### config.mk
export PLATFORM = sky130hd
export DESIGN_NAME = prog_loader
export DESIGN_NICKNAME = d
export VERILOG_FILES = /design/src/rtl/prog_loader_pkg.sv /design/src/rtl/prog_loader_packer.sv /design/src/rtl/prog_loader.sv
export SDC_FILE = /design/constraint.sdc
export NUM_CORES = 1
export LEC_CHECK = 0
export ABC_AREA = 0
export CELL_PAD_IN_SITES_DETAIL_PLACEMENT = 0
export CELL_PAD_IN_SITES_GLOBAL_PLACEMENT = 1
export CORE_MARGIN = 5
export CORE_UTILIZATION = 42
export DETAILED_ROUTE_END_ITERATION = 8
export PLACE_DENSITY_LB_ADDON = 0.1
export SETUP_SLACK_MARGIN = 0.5
export SLEW_MARGIN = 20
export SYNTH_ARGS = -nofsm -noshare
export SYNTH_HDL_FRONTEND = slang
export SYNTH_SLANG_ARGS = --single-unit
### constraint.sdc
create_clock -name clk -period 4.9 [get_ports clk]
set_input_delay 0.98 -clock clk [delete_from_list [all_inputs] [get_ports clk]]
set_output_delay 0.98 -clock clk [all_outputs]
set_load 0.01 [all_outputs]
### src/rtl/prog_loader_pkg.sv
// Shared definitions for the program loader: FSM state type and default frame marker.
package prog_loader_pkg;

  typedef enum logic [2:0] {
    S_IDLE,
    S_LEN_HI,
    S_LEN_LO,
    S_DATA,
    S_CSUM,
    S_DONE,
    S_ERR
  } state_t;

  localparam logic [7:0] DEFAULT_SYNC = 8'hA5;

  // States that wait for a sync byte rather than consuming frame fields.
  function automatic logic is_rest(input state_t s);
    return (s == S_IDLE) || (s == S_DONE) || (s == S_ERR);
  endfunction

endpackage

### src/rtl/prog_loader_packer.sv
// Big-endian byte-to-word packer; word_valid pulses the cycle after the 4th byte of a word.
module byte_packer (
  input  logic        clk,
  input  logic        rst,
  input  logic        clear,
  input  logic        shift_en,
  input  logic [7:0]  byte_in,
  output logic [31:0] word,
  output logic [1:0]  byte_cnt,
  output logic        word_valid
);

  always_ff @(posedge clk or posedge rst) begin
    if (rst) begin
      word       <= '0;
      byte_cnt   <= '0;
      word_valid <= 1'b0;
    end else begin
      word_valid <= shift_en && !clear && (byte_cnt == 2'd3);
      if (clear) begin
        word     <= '0;
        byte_cnt <= '0;
      end else if (shift_en) begin
        word     <= {word[23:0], byte_in};
        byte_cnt <= byte_cnt + 2'd1;
      end
    end
  end

endmodule

### src/rtl/prog_loader.sv
// Framed byte-stream loader: writes a program image into instruction memory and
// holds the processor in reset until a checksum-verified image has landed.
module prog_loader
  import prog_loader_pkg::*;
#(
  parameter logic [31:0] BASE_ADDR   = 32'h0000_0000,
  parameter int unsigned MAX_WORDS   = 1024,
  parameter logic [7:0]  SYNC_BYTE   = DEFAULT_SYNC,
  parameter int unsigned TIMEOUT_CYC = 65535
) (
  input  logic        clk,
  input  logic        rst,
  input  logic [7:0]  rx_data,
  input  logic        rx_valid,
  output logic        rx_ready,
  output logic        imem_we,
  output logic [31:0] imem_addr,
  output logic [31:0] imem_wdata,
  output logic        cpu_rst,
  output logic        load_done,
  output logic        load_err
);

  localparam int unsigned IW = $clog2(MAX_WORDS + 1);
  localparam int unsigned TW = $clog2(TIMEOUT_CYC + 1);
  localparam logic [IW-1:0] IDX_ONE = 1;
  localparam logic [TW-1:0] TO_LAST = TW'(TIMEOUT_CYC - 1);

  state_t        state;
  logic [7:0]    len_hi;
  logic [IW-1:0] n_words;
  logic [IW-1:0] index;
  logic [7:0]    csum;
  logic [TW-1:0] idle_cnt;

  logic          accept;
  logic          start;
  logic          shift_en;
  logic [31:0]   len_full;
  logic [1:0]    byte_cnt;
  logic          word_last;

  assign accept    = rx_valid && rx_ready;
  assign start     = accept && (rx_data == SYNC_BYTE) && is_rest(state);
  assign shift_en  = accept && (state == S_DATA);
  assign word_last = shift_en && (byte_cnt == 2'd3);
  assign len_full  = {16'h0000, len_hi, rx_data};

  byte_packer u_packer (
    .clk        (clk),
    .rst        (rst),
    .clear      (start),
    .shift_en   (shift_en),
    .byte_in    (rx_data),
    .word       (imem_wdata),
    .byte_cnt   (byte_cnt),
    .word_valid (imem_we)
  );

  always_ff @(posedge clk or posedge rst) begin
    if (rst) begin
      state     <= S_IDLE;
      rx_ready  <= 1'b0;
      imem_addr <= BASE_ADDR;
      cpu_rst   <= 1'b1;
      load_done <= 1'b0;
      load_err  <= 1'b0;
      len_hi    <= '0;
      n_words   <= '0;
      index     <= '0;
      csum      <= '0;
      idle_cnt  <= '0;
    end else begin
      rx_ready <= 1'b1;
      case (state)
        S_IDLE, S_DONE, S_ERR: begin
          if (start) begin
            state     <= S_LEN_HI;
            csum      <= '0;
            index     <= '0;
            cpu_rst   <= 1'b1;
            load_done <= 1'b0;
            load_err  <= 1'b0;
          end
        end
        S_LEN_HI: begin
          if (accept) begin
            len_hi <= rx_data;
            state  <= S_LEN_LO;
          end
        end
        S_LEN_LO: begin
          if (accept) begin
            n_words <= len_full[IW-1:0];
            if (len_full > MAX_WORDS) begin
              state    <= S_ERR;
              load_err <= 1'b1;
            end else if (len_full == 32'd0) begin
              state <= S_CSUM;
            end else begin
              state <= S_DATA;
            end
          end
        end
        S_DATA: begin
          if (accept) csum <= csum ^ rx_data;
          if (word_last) begin
            imem_addr <= BASE_ADDR + (32'(index) << 2);
            index     <= index + IDX_ONE;
            if (index == n_words - IDX_ONE) state <= S_CSUM;
          end
        end
        S_CSUM: begin
          if (accept) begin
            if (rx_data == csum) begin
              state     <= S_DONE;
              cpu_rst   <= 1'b0;
              load_done <= 1'b1;
            end else begin
              state    <= S_ERR;
              load_err <= 1'b1;
            end
          end
        end
        default: state <= S_IDLE;
      endcase

      // Inter-byte watchdog; only acts on idle cycles, so it never collides with the case above.
      if (is_rest(state) || accept) begin
        idle_cnt <= '0;
      end else if (idle_cnt == TO_LAST) begin
        idle_cnt <= '0;
        state    <= S_ERR;
        load_err <= 1'b1;
      end else begin
        idle_cnt <= idle_cnt + 1'b1;
      end
    end
  end

endmodule

==> qor.log <==
INFO  timing         finalCritPeriodShare=66.3%
INFO  cts            ctsResizeCount=0
INFO  routing        first_iter_violations=276
INFO  logic_synthesis yosysUniqueCellTypes=59
INFO  timing         hold_viol=0
INFO  global_route   grt_start_max_net_pins=66
INFO  cts            h-tree-depth=3
INFO  final_layout   design.final.nets=628
INFO  timing         period_needed=3.25ns
INFO  power          cellPowerDensity=448mW/mm2
INFO  min_path       launch_point_of_the_worst_hold_path=imem_addr[3]
INFO  timing         slew_headroom=38.9%
INFO  global_route   grt_remaining_overflow=0
INFO  place          pre_cts_slack=1.29ns
INFO  cts            number_of_buffers_inserted_by_hold_repair_at_cts=0
INFO  place          port-buffer-count=58
INFO  min_path       hold_depth=2
INFO  logic_synthesis synth_fa_ha_area_share=1.37%
INFO  cts            clkSinkCount=107
INFO  logic_synthesis seq_area_frac_synth=50.7%
INFO  routing        detail_route.first_pass.iterations=4
INFO  timing         hold_ws=0.472ns
INFO  cts            cts.reportedPaths.clkPinSlew=0.07ns
INFO  min_path       hold_class=reg -> reg
INFO  final_layout   area_delta_synth_final=18.2%
INFO  timing         clock_skew=0.00909ns
INFO  floorplan      core_area=0.0125mm2
INFO  power          power.switching_fraction=33.3%
INFO  routing        postRouteAntennaNets=0
INFO  global_route   wire_length_of_the_first_global_routing_pass=20500um
INFO  final_layout   antenna_diode_instance_count=0
INFO  critical_path  timing.reg2reg.worst_path_depth=6
INFO  power          power_report.internal_total=1870uW
INFO  logic_synthesis postSynth.asyncResetShare=100%
INFO  logic_synthesis largest_family_of_logic_cells_by_synthesized_area=simple AND/OR/NAND/NOR gates
INFO  routing        vias=4018
INFO  place          gpl_congestion=0.871
INFO  min_path       terminating_pin_of_the_worst_hold_path=imem_addr[3]
INFO  global_route   gr-usage-all-layers=17.5%
INFO  flow_run       maxCapViolCount=0
INFO  critical_path  timing.critical_path.required=5.18ns
INFO  logic_synthesis yosys_most_used_dff=sky130_fd_sc_hd__dfrtp_1
INFO  logic_synthesis ys_warn_count=0
INFO  status         status=finished clean
INFO  floorplan      floorplan.io_pins=80
INFO  logic_synthesis synthSimpleGateAreaFrac=21.4%
INFO  critical_path  crit_path_end_kind=register
INFO  critical_path  timing.setup.critical_path_class=in -> reg
INFO  power          total_switching_power=934uW
INFO  global_route   first_global_vias=3896
INFO  global_route   antenna_found_initial=0
INFO  cts            number_of_clock_buffers_inserted_by_tritoncts=9
INFO  floorplan      core.rowCount=41
INFO  routing        wl_per_cell=15.4um
INFO  logic_synthesis post_synth_instance_area=0.00529mm2
INFO  cts            post-cts-setup-buffers=0
INFO  critical_path  worst-path-max-fanout=8
INFO  logic_synthesis syn_area_cell=9.39um2
INFO  critical_path  worst_ep_arrival_time=3.53ns
INFO  logic_synthesis synth_cells=563
INFO  timing         fin_setup_tns=0ns
INFO  power          clockPowerShare=26.1%
INFO  logic_synthesis yosysTopAreaCell=sky130_fd_sc_hd__dfrtp_1
INFO  timing         slew_at_the_pin_closest_to_its_max_slew_limit=0.913ns
INFO  cts            cts.path.max_buffers=2
INFO  critical_path  worstReg2RegStart=n_words[2]
INFO  cts            clock-root-buffer=sky130_fd_sc_hd__clkbuf_16
INFO  critical_path  rrSetupSlack=2.46ns
INFO  power          power.static_leakage=0.00276uW
INFO  timing         setup_violations=0
INFO  logic_synthesis ffs_latches_synth=107
INFO  timing         setup_ws=1.65ns
INFO  timing         report.final.slew_viol_count=0
INFO  power          pwr-share-seq=47.2%
INFO  critical_path  critical_path.startpoint_type=primary input
INFO  routing        drcViolationCount=0
INFO  power          share_comb_of_total_power=26.8%
INFO  routing        mean_number_of_vias_per_cell=5.09
INFO  timing         clock.fmax=308MHz
INFO  logic_synthesis yosys.area_share.xor_xnor=7.12%
INFO  logic_synthesis synth-compound-area-share=9.25%
INFO  routing        detail_route.wirelength=12100um
INFO  final_layout   post_route_cells_drive_above_1_share=8.10%
INFO  cts            worstSkewPairLatency=0.35ns
INFO  logic_synthesis synth_top_cell_area_share=50.2%
INFO  power          peakVddDrop=0.000201V
INFO  floorplan      die_w=122um
INFO  logic_synthesis yosys-mux-area-fraction=4.43%
INFO  cts            cts_tree=built
INFO  floorplan      die_area=0.0149mm2
INFO  logic_synthesis post_synth_main_area_contributors=sky130_fd_sc_hd__dfrtp_1 50%, sky130_fd_sc_hd__nand2_1 9.1%, sky130_fd_sc_hd__o21ai_0 5.1%
INFO  critical_path  r2r_endpoint=state[2]
INFO  floorplan      floorplan.initialDensity=42.4%
INFO  place          detailed_place_hpwl=8440um
INFO  logic_synthesis synth-edff-count=0
INFO  floorplan      die-height=122um
INFO  timing         grt_setup_unrepaired=no
-- area by class of cell --
| class | instances | area (um2) |
|---|---|---|
| Multi-Input combinational cell | 421 | 2390 |
| Sequential cell | 107 | 2680 |
| Timing Repair Buffer | 64 | 626 |
| Tap cell | 172 | 215 |
| Clock buffer | 12 | 246 |
| Clock inverter | 4 | 50.0 |
| Inverter | 9 | 36.3 |
| Fill cell | 1169 | 6220 |
-- metal layers --
layer | global-route usage [%] | vias to the layer above | share of wire [%]
met5 | 0 | - | 0
met4 | 6.30 | 0 | 2.2
met3 | 3.81 | 26 | 3.4
met2 | 27.7 | 86 | 49
met1 | 23.6 | 1941 | 46
li1 | - | 1965 | -
-- power groups by stage --
stage / Sequential, uW / Clock [uW] / Combinational, uW
2_1_floorplan: 1250 / 0 / 553
3_3_place_gp: 1330 / 0 / 739
3_5_place_dp: 1340 / 0 / 754
4_1_cts: 1320 / 758 / 759
5_1_grt: 1360 / 784 / 838
6_report: 1320 / 730 / 750
-- cells in the final DEF, fill, tap and decap left out, types with 9 or more instances in the layout --
| cell | count |
|---|---|
| sky130_fd_sc_hd__o21ai_0 | 54 |
| sky130_fd_sc_hd__xor2_1 | 30 |
| sky130_fd_sc_hd__nand3_1 | 13 |
| sky130_fd_sc_hd__clkdlybuf4s50_1 | 58 |
| sky130_fd_sc_hd__clkbuf_16 | 9 |
| sky130_fd_sc_hd__conb_1 | 22 |
| sky130_fd_sc_hd__xnor2_1 | 13 |
| sky130_fd_sc_hd__mux2_2 | 19 |
| sky130_fd_sc_hd__nand4_1 | 13 |
| sky130_fd_sc_hd__dfrtp_1 | 106 |
| sky130_fd_sc_hd__nand2_1 | 128 |
| sky130_fd_sc_hd__nor2_1 | 41 |
-- how the worst max path moves through the flow --
| stage | startpoint | slack (ns) | to | cells past startpoint |
|---|---|---|---|---|
| 2_1_floorplan | rst | 1.10 | csum[0] | 1 |
| 3_3_place_gp | rx_data[1] | 1.31 | index[5] | 7 |
| 3_5_place_dp | rx_data[1] | 1.29 | index[5] | 7 |
| 4_1_cts | rx_data[1] | 1.66 | index[5] | 7 |
| 5_1_grt | rx_data[1] | 1.27 | index[5] | 7 |
| 6_report | rx_data[1] | 1.65 | index[5] | 7 |
-- registers in the layout (all words and copies together) (netlist names) --
| name | flops |
|---|---|
| cpu_rst | 1 |
| csum | 8 |
| idle_cnt | 16 |
| imem_addr | 11 |
| index | 11 |
| len_hi | 8 |
| load_done | 1 |
| load_err | 1 |
| n_words | 11 |
| rx_ready | 1 |
| state | 3 |
| u_packer.byte_cnt | 2 |
| u_packer.word | 32 |
| u_packer.word_valid | 1 |
-- cell usage after synthesis, types with 2 or more instances --
cell	n
sky130_fd_sc_hd__a31oi_1	4
sky130_fd_sc_hd__dfrtp_1	106
sky130_fd_sc_hd__ha_1	5
sky130_fd_sc_hd__nand4_1	13
sky130_fd_sc_hd__clkbuf_1	20
sky130_fd_sc_hd__nor4_1	8
sky130_fd_sc_hd__buf_1	2
sky130_fd_sc_hd__nor3b_1	2
sky130_fd_sc_hd__and2_1	4
sky130_fd_sc_hd__inv_1	9
sky130_fd_sc_hd__nor3_1	8
sky130_fd_sc_hd__a211oi_1	3
sky130_fd_sc_hd__o31ai_1	3
sky130_fd_sc_hd__nor2b_1	3
sky130_fd_sc_hd__o21ai_0	54
sky130_fd_sc_hd__and3_1	5
sky130_fd_sc_hd__mux2i_1	2
sky130_fd_sc_hd__nand2_1	128
sky130_fd_sc_hd__xnor2_1	13
sky130_fd_sc_hd__buf_4	21
sky130_fd_sc_hd__nor2_1	42
sky130_fd_sc_hd__xor2_1	30
sky130_fd_sc_hd__nand3_1	13
sky130_fd_sc_hd__mux2_2	19
sky130_fd_sc_hd__a21oi_1	6
sky130_fd_sc_hd__or3_1	6
sky130_fd_sc_hd__conb_1	2
-- cell families after synthesis --
family,Yosys count
muxes,21
buffers and inverters,55
other,2
DFF,107
xor gates and xnor gates,43
and+or+nand+nor,245
adders and majority gates,6
AOI/OAI and AO/OA,84
-- worst max-delay path, cell delays in order --
cell and delay [ns]:
sky130_fd_sc_hd__clkdlybuf4s50_1 0.57, sky130_fd_sc_hd__nor4_1 0.49, sky130_fd_sc_hd__nand3_1 0.35, sky130_fd_sc_hd__o21ai_2 0.41, sky130_fd_sc_hd__nand3_1 0.19, sky130_fd_sc_hd__or3_1 0.38, sky130_fd_sc_hd__a21oi_1 0.14
-- metrics by stage --
stage	power, uW	area [um2]	std cells	util (%)
5_1_grt	2980	6250	789	50.1
6_report	2800	6250	789	50.1
4_1_cts	2840	6250	789	50.1
3_3_place_gp	2070	5950	773	47.7
2_1_floorplan	1810	5360	583	-
3_5_place_dp	2090	5950	773	47.7
Power figures use the tool's default switching activity.
